[src/rtl/nes_controller_emulator_pkg.sv]
// Shared NES pad definitions: emulator state encoding, frame length and button bit positions.
// The button indices are also used by the console-side decoder.
package nes_pkg;

    typedef enum logic [1:0] {
        IDLE,
        LOAD,
        SHIFT,
        DONE
    } nes_emu_state_t;

    localparam int NES_BITS   = 8;

    localparam int BTN_A      = 7;
    localparam int BTN_B      = 6;
    localparam int BTN_SELECT = 5;
    localparam int BTN_START  = 4;
    localparam int BTN_UP     = 3;
    localparam int BTN_DOWN   = 2;
    localparam int BTN_LEFT   = 1;
    localparam int BTN_RIGHT  = 0;

    // The pad line is active-low, so a pressed button (1) goes out as a 0.
    function automatic logic [NES_BITS-1:0] pad_image(input logic [NES_BITS-1:0] btn);
        return ~btn;
    endfunction

endpackage

[src/rtl/nes_controller_emulator_if.sv]
// Pad connector signals between the console (master) and the controller (slave).
interface nes_controller_emulator_if;

    logic nes_latch;
    logic nes_pulse;
    logic nes_data;

    modport master (output nes_latch, output nes_pulse, input nes_data);
    modport slave  (input nes_latch, input nes_pulse, output nes_data);

endinterface

[src/rtl/nes_controller_emulator_sync_edge.sv]
// Synchronizer for an asynchronous console pin, followed by one history flop for edge detection.
module nes_sync_edge #(
    parameter int SYNC_STAGES = 2
) (
    input  logic clk,
    input  logic reset,
    input  logic async_in,
    output logic level,
    output logic rise,
    output logic fall
);

    logic [SYNC_STAGES-1:0] sync_q;
    logic                   prev_q;

    always_ff @(posedge clk) begin
        if (reset) begin
            sync_q <= '0;
            prev_q <= 1'b0;
        end else begin
            sync_q <= {sync_q[SYNC_STAGES-2:0], async_in};
            prev_q <= sync_q[SYNC_STAGES-1];
        end
    end

    assign level = sync_q[SYNC_STAGES-1];
    assign rise  = level & ~prev_q;
    assign fall  = ~level & prev_q;

endmodule

[src/rtl/nes_controller_emulator.sv]
// Controller-side NES pad: parallel-loads the buttons while the console latches,
// then shifts them out A-first on each console pulse.
module nes_controller_emulator
    import nes_pkg::*;
#(
    parameter int   SYNC_STAGES      = 2,
    parameter int   MIN_LATCH_CYCLES = 2,
    parameter logic FILL_LEVEL       = 1'b0
) (
    input  logic                    clk,
    input  logic                    reset,
    input  logic [NES_BITS-1:0]     buttons,
    nes_controller_emulator_if.slave pad,
    output logic                    frame_done,
    output logic                    busy
);

    localparam int                 CNT_W     = $clog2(MIN_LATCH_CYCLES + 1);
    localparam logic [CNT_W-1:0]   LATCH_MIN = CNT_W'(MIN_LATCH_CYCLES);
    localparam logic [CNT_W-1:0]   CNT_ONE   = CNT_W'(1);
    localparam logic [3:0]         LAST_BIT  = 4'(NES_BITS - 1);

    nes_emu_state_t       state;
    logic [NES_BITS-1:0]  shreg;
    logic [3:0]           bit_cnt;
    logic [CNT_W-1:0]     latch_cnt;

    logic lat_s, lat_rise, lat_fall;
    logic pul_s, pul_rise, pul_fall;

    nes_sync_edge #(.SYNC_STAGES(SYNC_STAGES)) u_latch_sync (
        .clk      (clk),
        .reset    (reset),
        .async_in (pad.nes_latch),
        .level    (lat_s),
        .rise     (lat_rise),
        .fall     (lat_fall)
    );

    nes_sync_edge #(.SYNC_STAGES(SYNC_STAGES)) u_pulse_sync (
        .clk      (clk),
        .reset    (reset),
        .async_in (pad.nes_pulse),
        .level    (pul_s),
        .rise     (pul_rise),
        .fall     (pul_fall)
    );

    logic unused_sync;
    assign unused_sync = &{1'b0, lat_rise, lat_fall, pul_s, pul_fall};

    // Latch is checked before the pulse in every state, so a coincident pulse is dropped.
    always_ff @(posedge clk) begin
        if (reset) begin
            state      <= IDLE;
            shreg      <= 8'hFF;
            bit_cnt    <= 4'd0;
            latch_cnt  <= '0;
            frame_done <= 1'b0;
            busy       <= 1'b0;
        end else begin
            frame_done <= 1'b0;
            case (state)
                IDLE: begin
                    if (lat_s) begin
                        state     <= LOAD;
                        latch_cnt <= CNT_ONE;
                        busy      <= 1'b1;
                    end
                end
                LOAD: begin
                    shreg <= pad_image(buttons);
                    if (latch_cnt < LATCH_MIN) begin
                        latch_cnt <= latch_cnt + CNT_ONE;
                    end
                    if (!lat_s) begin
                        if (latch_cnt >= LATCH_MIN) begin
                            state   <= SHIFT;
                            bit_cnt <= 4'd0;
                        end else begin
                            state <= IDLE;
                            busy  <= 1'b0;
                        end
                    end
                end
                SHIFT: begin
                    if (lat_s) begin
                        state     <= LOAD;
                        latch_cnt <= CNT_ONE;
                    end else if (pul_rise) begin
                        shreg   <= {shreg[NES_BITS-2:0], FILL_LEVEL};
                        bit_cnt <= bit_cnt + 4'd1;
                        if (bit_cnt == LAST_BIT) begin
                            frame_done <= 1'b1;
                            state      <= DONE;
                            busy       <= 1'b0;
                        end
                    end
                end
                DONE: begin
                    if (lat_s) begin
                        state     <= LOAD;
                        latch_cnt <= CNT_ONE;
                        busy      <= 1'b1;
                    end
                end
                default: begin
                    state <= IDLE;
                    busy  <= 1'b0;
                end
            endcase
        end
    end

    assign pad.nes_data = shreg[NES_BITS-1];

endmodule

[src/flat_wrapper.sv]
// flat-port wrapper written by rule: the top's interface ports become plain ports
module nes_controller_emulator_flat import nes_pkg::*;
#(
    parameter int   SYNC_STAGES      = 2,
    parameter int   MIN_LATCH_CYCLES = 2,
    parameter logic FILL_LEVEL       = 1'b0
)
  (clk, reset, buttons, frame_done, busy, pad_nes_latch, pad_nes_pulse, pad_nes_data);
  nes_controller_emulator_if pad_i ();
  input  logic clk;
  input  logic reset;
  input  logic [NES_BITS-1:0] buttons;
  output logic frame_done;
  output logic busy;
  input wire logic [$bits(pad_i.nes_latch)-1:0] pad_nes_latch;
  input wire logic [$bits(pad_i.nes_pulse)-1:0] pad_nes_pulse;
  output wire logic [$bits(pad_i.nes_data)-1:0] pad_nes_data;
  assign pad_i.nes_latch = pad_nes_latch;
  assign pad_i.nes_pulse = pad_nes_pulse;
  assign pad_nes_data = pad_i.nes_data;
  nes_controller_emulator #(.SYNC_STAGES(SYNC_STAGES), .MIN_LATCH_CYCLES(MIN_LATCH_CYCLES), .FILL_LEVEL(FILL_LEVEL)) u_core (.clk(clk), .reset(reset), .buttons(buttons), .pad(pad_i), .frame_done(frame_done), .busy(busy));
endmodule
[config.mk]
export PLATFORM = sky130hd
export DESIGN_NAME = nes_controller_emulator_flat
export DESIGN_NICKNAME = d
export VERILOG_FILES = /design/src/rtl/nes_controller_emulator_pkg.sv /design/src/rtl/nes_controller_emulator_if.sv /design/src/rtl/nes_controller_emulator_sync_edge.sv /design/src/rtl/nes_controller_emulator.sv /design/src/flat_wrapper.sv
export SDC_FILE = /design/constraint.sdc
export NUM_CORES = 1
export LEC_CHECK = 0
export ABC_AREA = 1
export ABC_CLOCK_PERIOD_IN_PS = 1700
export BUFFER_PORTS_ARGS = -buffer_cell sky130_fd_sc_hd__buf_2
export CORE_ASPECT_RATIO = 1.4
export CORE_MARGIN = 2
export CORE_UTILIZATION = 55
export DETAILED_ROUTE_END_ITERATION = 6
export GPL_TIMING_DRIVEN = 0
export PLACE_DENSITY = 0.76
export SETUP_SLACK_MARGIN = 0.5
export SLEW_MARGIN = 15
export SYNTH_ARGS = -nofsm -noshare
export SYNTH_HDL_FRONTEND = slang
export SYNTH_HIERARCHICAL = 1
export SYNTH_SLANG_ARGS = --single-unit
[constraint.sdc]
create_clock -name clk -period 1.7 [get_ports clk]
set_input_delay 0.17 -clock clk [delete_from_list [all_inputs] [get_ports clk]]
set_output_delay 0.17 -clock clk [all_outputs]
set_load 0.1 [all_outputs]
# Word level (Yosys, flattened, before mapping)
# Cells that the tools add are included.
dict set report classes {
  n_addsub 2
  magnitude_cmp 2
  eq_ne 15
  muxes 25
  bitwise_logic 5
  reduce_logical 10
}
# op n
set ops {}
lappend ops {{4-bit 2-to-1 mux} 4}
lappend ops {{8-bit 2-to-1 mux} 2}
lappend ops {{8-bit one-hot mux with 2 select lines} 1}
lappend ops {{2-bit 2-to-1 mux} 7}
lappend ops {{2-bit by 1-bit inequality test with 1-bit output (second input constant)} 6}
lappend ops {{8-bit inverter} 1}
lappend ops {{4-bit one-hot mux with 2 select lines} 1}
lappend ops {{1-bit 2-to-1 mux} 7}
lappend ops {{2-bit inequality test (second input constant)} 3}
lappend ops {{3-bit by 2-bit inequality test with 1-bit output (second input constant)} 2}
lappend ops {{2-bit one-hot mux with 3 select lines} 1}
lappend ops {{6-bit AND reduction} 1}
lappend ops {{5-bit AND reduction} 1}
lappend ops {{4-bit by 1-bit adder with 4-bit output (second input constant)} 1}
lappend ops {{2-bit equality test (second input constant)} 2}
lappend ops {{4-bit by 3-bit equality test with 1-bit output (second input constant)} 1}
lappend ops {{2-bit one-hot mux with 2 select lines} 1}
lappend ops {{4-bit AND reduction} 1}
lappend ops {{4-bit OR reduction} 1}
lappend ops {{1-bit inverter} 3}
lappend ops {{1-bit one-hot mux with 3 select lines} 1}
lappend ops {{3-bit AND reduction} 1}
lappend ops {{3-bit OR reduction} 1}
lappend ops {{2-bit by 1-bit adder with 2-bit output (second input constant)} 1}
lappend ops {{8 further kinds} 8}
dict set report word_totals {
  reg_bits 23
  inputBits 12
  out_inout_bits 3
}

# Depth between registers and ports, before layout
dict set report depth {
  depth_word 5
  depth_mapped 9
  ltp_nobuf 9
}

# By module
# The synthesis kept the hierarchy.
# mod instances cells_each area_each_um2 seq_area_each_um2
set modules_own_cells {}
lappend modules_own_cells {nes_controller_emulator 1 151 1014.7 360.3}
lappend modules_own_cells {nes_sync_edge 2 12 93.8 60.1}

# Worst setup path before layout
# OpenSTA, ideal clock, no wires.
dict set report synth_timing {
  path_kind {register to register}
  from {register u_core.state[0]}
  to {register u_core.shreg[7]}
  setup_time_ns 0.134
  t_arrival_ns 1.268
  t_required_ns 1.566
  setup_slack_ns 0.298
  stages_incl_launch_ff 10
  synth_period_minus_slack_ns 1.402
  path_cell_list {dfxtp_1 > inv_1 > ha_1 > buf_4 > nand2_1 > o21ai_1 > nor2_4 > inv_2 > nand2_1 > nand3_1}
}
dict set report synth_via {
  elab_chain_len 3
  word_cells_on_any_way 7
  classes_between {eq/ne (4); mux (1); reduce/logical (2)}
}
# item line_no
set synth_lines {}
lappend synth_lines {{start, declared} nes_controller_emulator.sv:23} ;# nes_emu_state_t state;
lappend synth_lines {{start signal, assigned} nes_controller_emulator.sv:55} ;# state <= IDLE;
lappend synth_lines {{start signal, assigned} nes_controller_emulator.sv:66} ;# state <= LOAD;
lappend synth_lines {{start signal, assigned} nes_controller_emulator.sv:78} ;# state <= SHIFT;
lappend synth_lines {{2-bit equality test or 2-bit by 1-bit equality test with 1-bit output (tied branches)} nes_controller_emulator.sv:63} ;# case (state)
lappend synth_lines {{2-bit by 1-bit inequality test with 1-bit output (no line) (tied with other cells)} n/a}
lappend synth_lines {{3-bit AND reduction (no line)} n/a}
lappend synth_lines {{end signal, assigned} nes_controller_emulator.sv:72} ;# shreg <= pad_image(buttons);
lappend synth_lines {{end signal, assigned} nes_controller_emulator.sv:91} ;# shreg <= {shreg[NES_BITS-2:0], FILL_LEVEL};
lappend synth_lines {{end, declared} nes_controller_emulator.sv:24} ;# logic [NES_BITS-1:0] shreg;
# Parallel ways exist; a longest one is shown, timed or not.
# A chain may end at the register's enable or synchronous reset.

# Worst setup path after layout
dict set report layout_timing {
  from {register u_core.state[0]}
  to {register u_core.bit_cnt[3]}
}
dict set report layout_via {
  elab_chain_len 3
  word_cells_on_any_way 9
  classes_between {eq/ne (6); mux (1); reduce/logical (2)}
}
# item line_no
set layout_lines {}
lappend layout_lines {{2-bit by 1-bit equality test with 1-bit output or 2-bit equality test (tied branches)} nes_controller_emulator.sv:63}
lappend layout_lines {{2-bit by 1-bit inequality test with 1-bit output (no line) (tied with other cells)} n/a}
lappend layout_lines {{5-bit AND reduction (no line)} n/a}
lappend layout_lines {{end signal, assigned} nes_controller_emulator.sv:92} ;# bit_cnt <= bit_cnt + 4'd1;
lappend layout_lines {{end, declared} nes_controller_emulator.sv:25} ;# logic [3:0] bit_cnt;
# Parallel ways exist; a longest one is shown, timed or not.

==> impl_results.md <==
* Run status: complete, no violations
* # setup viols final at 0
* Initial antenna violation count at 0
* Final #Nets at 212
* Initial DRC Count at 33
* Period utilisation layout at between 80% and 90%
* Clock Power Share at roughly 9%
* Detailed-router iteration count before antenna repair at 4
* Cells after Synth at 167
* Reg-to-Reg Start: u_core/state[0]
* Yosys warning total at 6
* Drt wl/cell at 12.0 um
* Ant. Diodes at 0
* # rows at 19
* R2R Setup Slk at ~230 ps
* Via count at between 1000 and 1500
* CTS tree: done
* Via density at approximately 5.4
* Sw Ratio at 47.0%
* Hold WS at a little over 30 ps
* Number of CTS-inserted buffers at 3
* Initial core utilization at 58.6%
* Max Slew Vio Count at 0
* Fin. Hold Viols at 0
* Crit path capture: u_core/bit_cnt[3]
* Critical path buffer and inverter count at 2
* H-tree Lvls at 1
* GRT Resource Usage Total at between 20% and 30%
* RD Place Congestion at 0.887
* Worst EP required at 1940 ps
* Top-Level Pins at 15
* Die height at approximately 58 um
* Hold buffer count at CTS at 0
* Critical Path Start Type: register
* Reg2reg path depth at 8
* Routed WL at approximately 2600 um
* Post-route DRC at 0
* Unrepaired setup endpoints after global routing: true
* Fill cells at 172
* Total gr overflow at 0
* Crit-path max FO at 8
* Layout cell share with drive strength beyond 1 at between 30% and 40%
* Total nets after synthesis at approximately 190
* Global-route wire length before repair at 4110 um
* Maximum VDD drop at approximately 1.4 mV
* Core Area at approximately 2000 um^2
* Full die area at around 2500 um^2
* Syn avg cell area at approximately 7 um^2
* Critical path endpoint category: register
* Worst EP arrival at 1710 ps
* Final Power at 2.91 mW
* Area of the multi-input gates at just under 700 um^2
* Internal power at between 1.5 and 2 mW
* Switching pwr at about 1.4 mW
* CTS Root Buffer Type: clkbuf_4
* CTS sink cnt at 23
* Post-Syn Area at 1160 um^2
* Pleak at ~0.7 nW
* Largest net degree at the start of global routing at 14
* Setup TNS at 0 ps
* Clock skew at roughly 1.5 ps
* Crit-path max cell delay at between 300 and 400 ps
* Worst Max-Slew Pin Slew at roughly 500 ps
* Vias in the first global route at 1046
* Tmin final at between 1000 and 1500 ps
* Max-cap violations at 0
* Pwr dens at between 1500 and 2000 nW/um^2
* Crit path launch: u_core/state[0]
* Worst path depth at 8
* CTS Buffer Depth at 2
* Fmax at 680 MHz
* Slew HR at between 60% and 70%
* Kind of critical path: reg -> reg
* Synth-to-Final Area Change at 27.9%
* Port bufs at 14
* Logic pwr share at ~63%
* Reg power frac at 28.1%
* Worst-skew pair later-pin latency at approximately 330 ps
* DP HPWL at approximately 1800 um
* CP top delay family: simple AND/OR/NAND/NOR gates
* Clock transition at the registers of the reported paths at ~120 ps
* Critical-path cell list: buf_4 -> ha_4 -> nand2_1 -> inv_1 -> nor2_2 -> nand3_2 -> o21ai_1 -> nor2_1
* Hold crit path type: in -> reg
* Seq. cell area at ~470 um^2
* Slowest stage cell, crit path: dfxtp_4
* Post-route ant nets at 0
* Die X at approximately 43 um
* RR Endpoint: u_core/bit_cnt[3]
-- area by class of cell --
cell class                      count  area share (%)
Inverter                           23            6.18
Sequential cell                    23            31.6
Tap cell                           21            1.78
Timing Repair Buffer               22            9.81
Buffer                              3            1.78
Clock inverter                      1           0.338
Multi-Input combinational cell    118            47.0
Clock buffer                        3            1.52
-- power groups by stage --
stage	Clock, mW	Combinational [mW]	Sequential (mW)
floorplan	0	0.969	0.963
global placement	0	1.33	0.801
detailed placement	0	1.38	0.807
CTS	0.276	1.62	0.805
global route	0.294	2.01	0.833
finish	0.260	1.83	0.818
-- registers in the layout, indices dropped and copies added, names as in the netlist --
signal and count:
u_core/latch_cnt 2, u_core/u_latch_sync/sync_q 2, u_core/bit_cnt 4, u_core/u_pulse_sync/sync_q 2, u_core/shreg 8, u_core/frame_done 1, u_core/u_pulse_sync/prev_q 1, u_core/busy 1
u_core/state 2
-- worst min path at each step --
stage,endpoint,startpoint,depth (start not counted),slack (ps)
finish,u_core/u_latch_sync/sync_q[0],pad_nes_latch,3,30
global route,u_core/u_pulse_sync/sync_q[0],pad_nes_pulse,3,10
CTS,u_core/u_pulse_sync/sync_q[0],pad_nes_pulse,3,20
detailed placement,u_core/u_pulse_sync/sync_q[0],pad_nes_pulse,3,380
global placement,u_core/u_latch_sync/sync_q[0],pad_nes_latch,3,380
floorplan,u_core/bit_cnt[0],reset,1,240
-- per-layer routing --
metal	track usage, %	share of wire (%)	up-vias
li1	-	-	587
met1	20.1	38	510
met2	41.3	52	46
met3	4.98	6.3	9
met4	15.6	3.3	0
met5	0	0	-
-- through the flow --
stage / utilization [%] / area [um^2] / std cells / worst slack [ps]
after detailed placement: 65.3 / 1290 / 202 / 231
final: 75.0 / 1480 / 214 / 230
after CTS: 71.3 / 1410 / 211 / 321
after floorplan: - / 1190 / 167 / 417
after global placement: 65.3 / 1290 / 202 / 270
after global routing: 75.0 / 1480 / 214 / 147
-- layout by cell type (no fill, tap or decap), types with 3 or more instances in the layout --
cell	count
o211ai_1	7
nor2_2	4
nand3_1	17
buf_2	11
dfxtp_1	20
buf_4	10
ha_1	3
nand2_1	35
nor2_1	20
a21oi_1	5
nand2_2	7
clkbuf_4	3
inv_2	4
inv_1	17
-- repair_timing --
action	4_1_cts	5_1_grt
setup buffers	5	3
pin swaps	4	6
endpoints found under the hold margin	0	0
endpoints found under the setup margin	20	17
gates resized for setup	16	17
-- tightest hold or removal path: cells and delay by family --
family / cells / cell delay [ps]
AND/OR/NAND/NOR: 1 / 30
buffers and inverters: 2 / 130
No activity file was read; power rests on OpenSTA's default activity.
